[config.mk]
export PLATFORM = sky130hd
export DESIGN_NAME = data_mem_responder
export DESIGN_NICKNAME = d
export VERILOG_FILES = /design/src/rtl/mem_pkg.sv /design/src/rtl/data_mem_array.sv /design/src/rtl/data_mem_responder.sv
export SDC_FILE = /design/constraint.sdc
export NUM_CORES = 2
export LEC_CHECK = 0
export ABC_AREA = 0
export BUFFER_PORTS_ARGS = -buffer_cell sky130_fd_sc_hd__buf_2
export CORE_UTILIZATION = 55
export CTS_CLUSTER_SIZE = 24
export DETAILED_ROUTE_END_ITERATION = 12
export PLACE_DENSITY = 0.71
export SYNTH_ARGS = -nofsm -noshare
export SYNTH_HDL_FRONTEND = slang
export SYNTH_SLANG_ARGS = --single-unit
[constraint.sdc]
create_clock -name CLK -period 4.32 [get_ports CLK]
set_clock_uncertainty 0.1 [all_clocks]
set_input_delay 0.864 -clock CLK [delete_from_list [all_inputs] [get_ports CLK]]
set_output_delay 0.864 -clock CLK [all_outputs]
set_load 0.01 [all_outputs]
[src/rtl/mem_pkg.sv]
`default_nettype none
// ============================================================================
// Module      : mem_pkg
// Description : Shared types and helpers for the MEM-stage data memory
//               responder and its storage array.
// Revision    : 1.0 - initial release
// ============================================================================
package mem_pkg;

  // Responder transaction phases.
  typedef enum logic [1:0] {
    IDLE = 2'd0,
    WAIT = 2'd1,
    RESP = 2'd2
  } mem_state_t;

  // Byte offset of the word index inside a byte address (32-bit words).
  localparam int WORD_OFFSET = 2;

  // Width of a word index into an array of the given depth.
  function automatic int idx_width(input int depth);
    return $clog2(depth);
  endfunction

endpackage : mem_pkg
`default_nettype wire

[src/rtl/data_mem_array.sv]
`default_nettype none
// ============================================================================
// Module      : data_mem_array
// Description : Single-port synchronous RAM of DEPTH words of N bits.
//               Registered read every cycle, write when WE is high.
//               Contents are not affected by any reset.
// Revision    : 1.0 - initial release
// ============================================================================
module data_mem_array
  import mem_pkg::*;
#(
  parameter int N     = 32,
  parameter int DEPTH = 64
) (
  input  logic                          CLK,
  input  logic                          WE,
  input  logic [idx_width(DEPTH)-1:0]   Idx,
  input  logic [N-1:0]                  WD,
  output logic [N-1:0]                  RD
);

  logic [N-1:0] r_mem [DEPTH];

  // Write on WE and read the addressed word into RD on every rising edge.
  always_ff @(posedge CLK) begin
    if (WE) begin
      r_mem[Idx] <= WD;
    end
    RD <= r_mem[Idx];
  end

endmodule : data_mem_array
`default_nettype wire

[src/rtl/data_mem_responder.sv]
`default_nettype none
// ============================================================================
// Module      : data_mem_responder
// Description : MEM-stage data memory responder. Accepts one load or store
//               per transaction, inserts WAIT wait states, acknowledges with
//               a one-cycle Ack_o and holds the pipeline via Stall_o.
//               Optional misaligned-access check: DATA_MEM_ALIGN_CHECK_EN.
// Revision    : 1.0 - initial release
// ============================================================================
// The parameter WAIT shares its name with the WAIT state literal, so the
// package items are imported by name and state literals are package-scoped.
module data_mem_responder
  import mem_pkg::mem_state_t, mem_pkg::idx_width, mem_pkg::WORD_OFFSET;
#(
  parameter int N     = 32,
  parameter int DEPTH = 64,
  parameter int WAIT  = 2
) (
  input  logic          CLK,
  input  logic          RST,
  input  logic          Req_i,
  input  logic          MemWE_i,
  input  logic [N-1:0]  Addr_i,
  input  logic [N-1:0]  WData_i,
  output logic [N-1:0]  ReadData_o,
  output logic          Ack_o,
  output logic          Stall_o,
  output logic          Err_o
);

  localparam int         c_IDX_W = idx_width(DEPTH);
  localparam logic [3:0] c_WAIT  = 4'(WAIT);

  mem_state_t           r_state;
  logic [3:0]           r_cnt;
  logic                 r_we;
  logic                 r_misaligned;
  logic                 r_bubble;
  logic                 r_load_resp;
  logic                 r_ack;
  logic                 r_err;
  logic [c_IDX_W-1:0]   r_idx;
  logic [N-1:0]         r_wdata;
  logic [N-1:0]         r_read_data;

  logic [c_IDX_W-1:0]   w_idx;
  logic [c_IDX_W-1:0]   w_ram_idx;
  logic                 w_accept;
  logic                 w_misaligned;
  logic                 w_ram_we;
  logic [N-1:0]         w_ram_rd;
  logic [N-1:0]         w_load_value;
  logic                 w_unused_bits;

  // Word index; upper address bits wrap the access modulo DEPTH words.
  assign w_idx = Addr_i[WORD_OFFSET +: c_IDX_W];

`ifdef DATA_MEM_ALIGN_CHECK_EN
  assign w_misaligned  = (Addr_i[WORD_OFFSET-1:0] != '0);
  assign Err_o         = r_err;
  assign w_unused_bits = ^Addr_i[N-1:WORD_OFFSET+c_IDX_W];
`else
  assign w_misaligned  = 1'b0;
  assign Err_o         = 1'b0;
  assign w_unused_bits = ^{Addr_i[N-1:WORD_OFFSET+c_IDX_W],
                           Addr_i[WORD_OFFSET-1:0], r_err};
`endif

  // The first IDLE cycle after RESP is a bubble in which no request is taken.
  assign w_accept = (r_state == mem_pkg::IDLE) && Req_i && !r_bubble;

  // In IDLE the array looks at the live address so a zero-wait load can be
  // read in its acceptance cycle; afterwards the latched index is used.
  assign w_ram_idx = (r_state == mem_pkg::IDLE) ? w_idx : r_idx;

  // Stores commit on the edge that ends RESP, unless flagged misaligned.
  assign w_ram_we = (r_state == mem_pkg::RESP) && r_we && !r_misaligned;

  // A misaligned load returns zero instead of array data.
  assign w_load_value = r_misaligned ? '0 : w_ram_rd;

  // Hold the pipe while a request waits in IDLE or the access is in WAIT.
  assign Stall_o = ((r_state == mem_pkg::IDLE) && Req_i) ||
                   (r_state == mem_pkg::WAIT);

  // During a load's RESP the freshly read word is presented; otherwise the
  // last completed load value is held.
  assign ReadData_o = r_load_resp ? w_load_value : r_read_data;
  assign Ack_o      = r_ack;

  data_mem_array #(
    .N     (N),
    .DEPTH (DEPTH)
  ) u_array (
    .CLK (CLK),
    .WE  (w_ram_we),
    .Idx (w_ram_idx),
    .WD  (r_wdata),
    .RD  (w_ram_rd)
  );

  // Transaction FSM: latch the request, count wait states, pulse Ack in RESP.
  always_ff @(posedge CLK or posedge RST) begin
    if (RST) begin
      r_state      <= mem_pkg::IDLE;
      r_cnt        <= 4'd0;
      r_we         <= 1'b0;
      r_misaligned <= 1'b0;
      r_bubble     <= 1'b0;
      r_load_resp  <= 1'b0;
      r_ack        <= 1'b0;
      r_err        <= 1'b0;
      r_idx        <= '0;
      r_wdata      <= '0;
      r_read_data  <= '0;
    end else begin
      r_ack <= 1'b0;
      r_err <= 1'b0;
      case (r_state)
        mem_pkg::IDLE: begin
          r_bubble <= 1'b0;
          if (w_accept) begin
            r_we         <= MemWE_i;
            r_idx        <= w_idx;
            r_wdata      <= WData_i;
            r_misaligned <= w_misaligned;
            r_cnt        <= c_WAIT;
            if (c_WAIT == 4'd0) begin
              r_state     <= mem_pkg::RESP;
              r_ack       <= 1'b1;
              r_err       <= w_misaligned;
              r_load_resp <= !MemWE_i;
            end else begin
              r_state <= mem_pkg::WAIT;
            end
          end
        end
        mem_pkg::WAIT: begin
          r_cnt <= r_cnt - 4'd1;
          if (r_cnt == 4'd1) begin
            r_state     <= mem_pkg::RESP;
            r_ack       <= 1'b1;
            r_err       <= r_misaligned;
            r_load_resp <= !r_we;
          end
        end
        mem_pkg::RESP: begin
          r_state     <= mem_pkg::IDLE;
          r_bubble    <= 1'b1;
          r_load_resp <= 1'b0;
          if (r_load_resp) begin
            r_read_data <= w_load_value;
          end
        end
        default: begin
          r_state <= mem_pkg::IDLE;
        end
      endcase
    end
  end

endmodule : data_mem_responder
`default_nettype wire

==> results.tsv <==
stage	metric	value	unit
place	hpwl	140000	um
yosys	yosysSeqAreaShare	74.6	%
critical_path	arrival	4800	ps
yosys	synth_area	85900	sq um
floorplanning	die_height	397	um
critical_path	cp-start-kind	flip-flop	
worst_hold_path	hold_class	in2async	
floorplanning	die-width	397	um
yosys	yosys_warnings	0	
yosys	syn_nets	6140	
clock_tree	cts.clk_slew.worst_paths	60	ps
timing	period_needed	4210	ps
floorplanning	die_area	158000	sq um
clock_tree	cts.sinks	2160	
timing	maxSlewViolCount	0	
grt	grt_pass1_wl	373000	um
timing	tightest_slew	1380	ps
layout	fin_nets	6321	
critical_path	worstSetupPathType	reg2reg	
grt	overflow	0	
critical_path	cp.required	4920	ps
clock_tree	clk_latency	840	ps
power	power_leakage	0.0323	uW
timing	fmax	238	MHz
critical_path	r2r_setup_slack	110	ps
grt	grt_pass1_vias	56000	
critical_path	crit_fanout	48	
clock_tree	hold_buffers	0	
clock_tree	cts-resized-gates	0	
place	dp_cells	8085	
run	max_cap_violations	0	
layout	final_core_util	63.7	%
routing	num_vias	58200	
yosys	ys_ff_latch	2160	
routing	wl_per_cell	30.3	um
critical_path	rr_worst_depth	9	
timing	hold_violations	0	
power	p_total	69900	uW
layout	drive_gt1_share	17.8	%
place	io_buffers	75	
power	ir_drop	0.000780	V
timing	fin_ws	114	ps
clock_tree	cts_buffer_depth	3	
yosys	synth.distinct_cells	39	
routing	drt_iter0_markers	9594	
layout	instances_no_fill	8483	
grt	grt_start_max_net_pins	140	
floorplanning	start_util	55.6	%
grt	gr-usage-all-layers	32.2	%
place	place.gp.congestion	0.881	
floorplanning	rows	144	
clock_tree	cts_tree	yes	
power	power_density	711	nW/um^2
place	dp_slack	-169	ps
timing	timing.final.crit_share	97.4	%
outcome	status	finished clean	
floorplanning	ios	103	
floorplanning	core_area	155000	sq um
clock_tree	postCtsSetupRepairBufs	0	
timing	setup_viol	0	
routing	drc	0	
critical_path	r2r-end	u_array.RD[28]	
routing	ant_nets	0	
clock_tree	cts-root-buf	clkbuf_16	
timing	rsz0062_at_grt	no	
yosys	syn-instance-count	6070	
routing	wl	257000	um
timing	slew_headroom	8.23	%
layout	stdcell_area	98400	sq um
clock_tree	htreeDepth	4	
critical_path	timing.rr.start	r_state[0]	
layout	area_growth	14.5	%
yosys	syn_area_per_cell	14.2	sq um
routing	viasPerCell	6.86	
clock_tree	cts-buffers-inserted	208	
grt	antenna_found_initial	10	
place	place_area	91700	sq um
routing	first_pass_iters	9	
critical_path	end_kind	flip-flop	
## cell type report
class	count	area, sq um
Antenna cell	7	17.5
Clock buffer	278	5660
Clock inverter	113	988
Fill cell	10900	56200
Inverter	6	25.0
Multi-Input combinational cell	3361	20200
Sequential cell	2160	64200
Tap cell	2044	2560
Timing Repair Buffer	514	4830
## sequential cells by signal (all words and copies together), names as in the netlist
register and count:
Ack_o 1, u_array.RD 32, r_wdata 32, r_load_resp 1
r_bubble 1, r_read_data 32, r_cnt 4, u_array.r_mem 2048
r_idx 6, r_we 1, r_state 2
## routing by layer
layer | vias to the layer above | global-route usage [%] | wire, um
li1 | 24200 | - | -
met1 | 28900 | 45.1 | 94200
met2 | 4410 | 48.4 | 116000
met3 | 703 | 7.20 | 34000
met4 | 8 | 15.1 | 13100
met5 | - | 0 | 56
## metrics by stage
| stage | hold slack [ps] | TNS, ps |
|---|---|---|
| after floorplan | 342 | 0 |
| final | 110 | 0 |
| after global placement | 355 | -179 |
| after detailed placement | 359 | -293 |
| after global routing | 119 | 0 |
| after CTS | 85.0 | 0 |
## cells in the mapped netlist, drive strengths merged
cell / number / share of area (%)
a2111oi: 256 / 2.6
a21oi: 768 / 4.5
a31oi: 3 / 0.074
and3: 1 / 0.0073
buf: 139 / 0.78
clkbuf: 404 / 1.8
conb: 1 / 0.0044
dfrtp: 80 / 2.3
dfxtp: 32 / 0.75
edfxtp: 2048 / 72
ha: 2 / 0.029
inv: 6 / 0.026
mux2: 288 / 3.8
mux2i: 2 / 0.023
nand2: 230 / 1.0
nand2b: 8 / 0.058
nand3: 773 / 4.5
nand3b: 5 / 0.044
nor2: 71 / 0.31
nor2b: 3 / 0.022
nor3b: 3 / 0.032
nor4: 1 / 0.0073
nor4b: 2 / 0.020
o21a: 1 / 0.0087
o21ai: 777 / 4.5
o22ai: 128 / 0.93
o31ai: 1 / 0.0087
or2: 1 / 0.0073
or3: 1 / 0.0073
or3b: 1 / 0.010
or4: 33 / 0.29
xnor2: 1 / 0.010
## critical path, cell delays in order, from the launching register on
cell       delay, ps
dfrtp_1          520
or2_1            520
a31oi_4          450
buf_12           350
buf_4            240
a21oi_1           50
a2111oi_0        790
buf_4            230
o22ai_1          180
or4_1            580
## cell usage in the layout (no fill, tap or decap), types with 6 or more instances in the layout
cell          n
a2111oi_0   254
a21oi_1     768
buf_12       93
buf_2        75
buf_4       346
bufinv_16    15
clkbuf_1     55
clkbuf_16   212
clkbuf_8     11
clkinv_1     49
clkinv_2     32
dfrtp_1      47
dfrtp_2      33
dfxtp_1      32
diode_2       7
edfxtp_1   2048
inv_6         6
mux2_1       60
mux2_2      228
nand2_1     222
nand2_2       8
nand2b_1      7
nand3_1     773
nor2_1        6
nor2_4       65
o21ai_0     775
o22ai_1     128
or4_1        33
## power by group
part | internal, uW | total [uW] | leakage [uW] | switching, uW
clock network | 10100 | 17800 | 0.00326 | 7750
registers | 26200 | 28100 | 0.0198 | 1870
logic | 7940 | 24000 | 0.00917 | 16100
total | 44200 | 69900 | 0.0323 | 25700
## how the worst max path moves through the flow
stage / from / endpoint / depth (start not counted)
after floorplan: Addr_i[4] / u_array.r_mem[10][0] / 7
after global placement: Addr_i[2] / u_array.RD[18] / 10
after detailed placement: Addr_i[2] / u_array.RD[18] / 10
after CTS: r_state[0] / u_array.RD[20] / 9
after global routing: r_state[0] / u_array.RD[20] / 9
final: r_state[0] / u_array.RD[28] / 9
## kinds of logic (layout without fill, tap and decap cells)
| logic type | after synthesis | count (layout) | synth area share, % |
|---|---|---|---|
| AO/OA/AOI/OAI | 1934 | 1934 | 12.6 |
| XOR/XNOR | 1 | 1 | 0.0102 |
| adder cells (fa/ha/maj) | 2 | 2 | 0.0291 |
| buffers and inverters | 549 | 911 | 2.58 |
| flip-flops | 2160 | 2160 | 74.6 |
| multiplexers | 290 | 290 | 3.80 |
| other | 1 | 8 | 0.00436 |
| AND/OR/NAND/NOR | 1133 | 1133 | 6.32 |
Note: power is estimated with default switching activity, not from simulation.
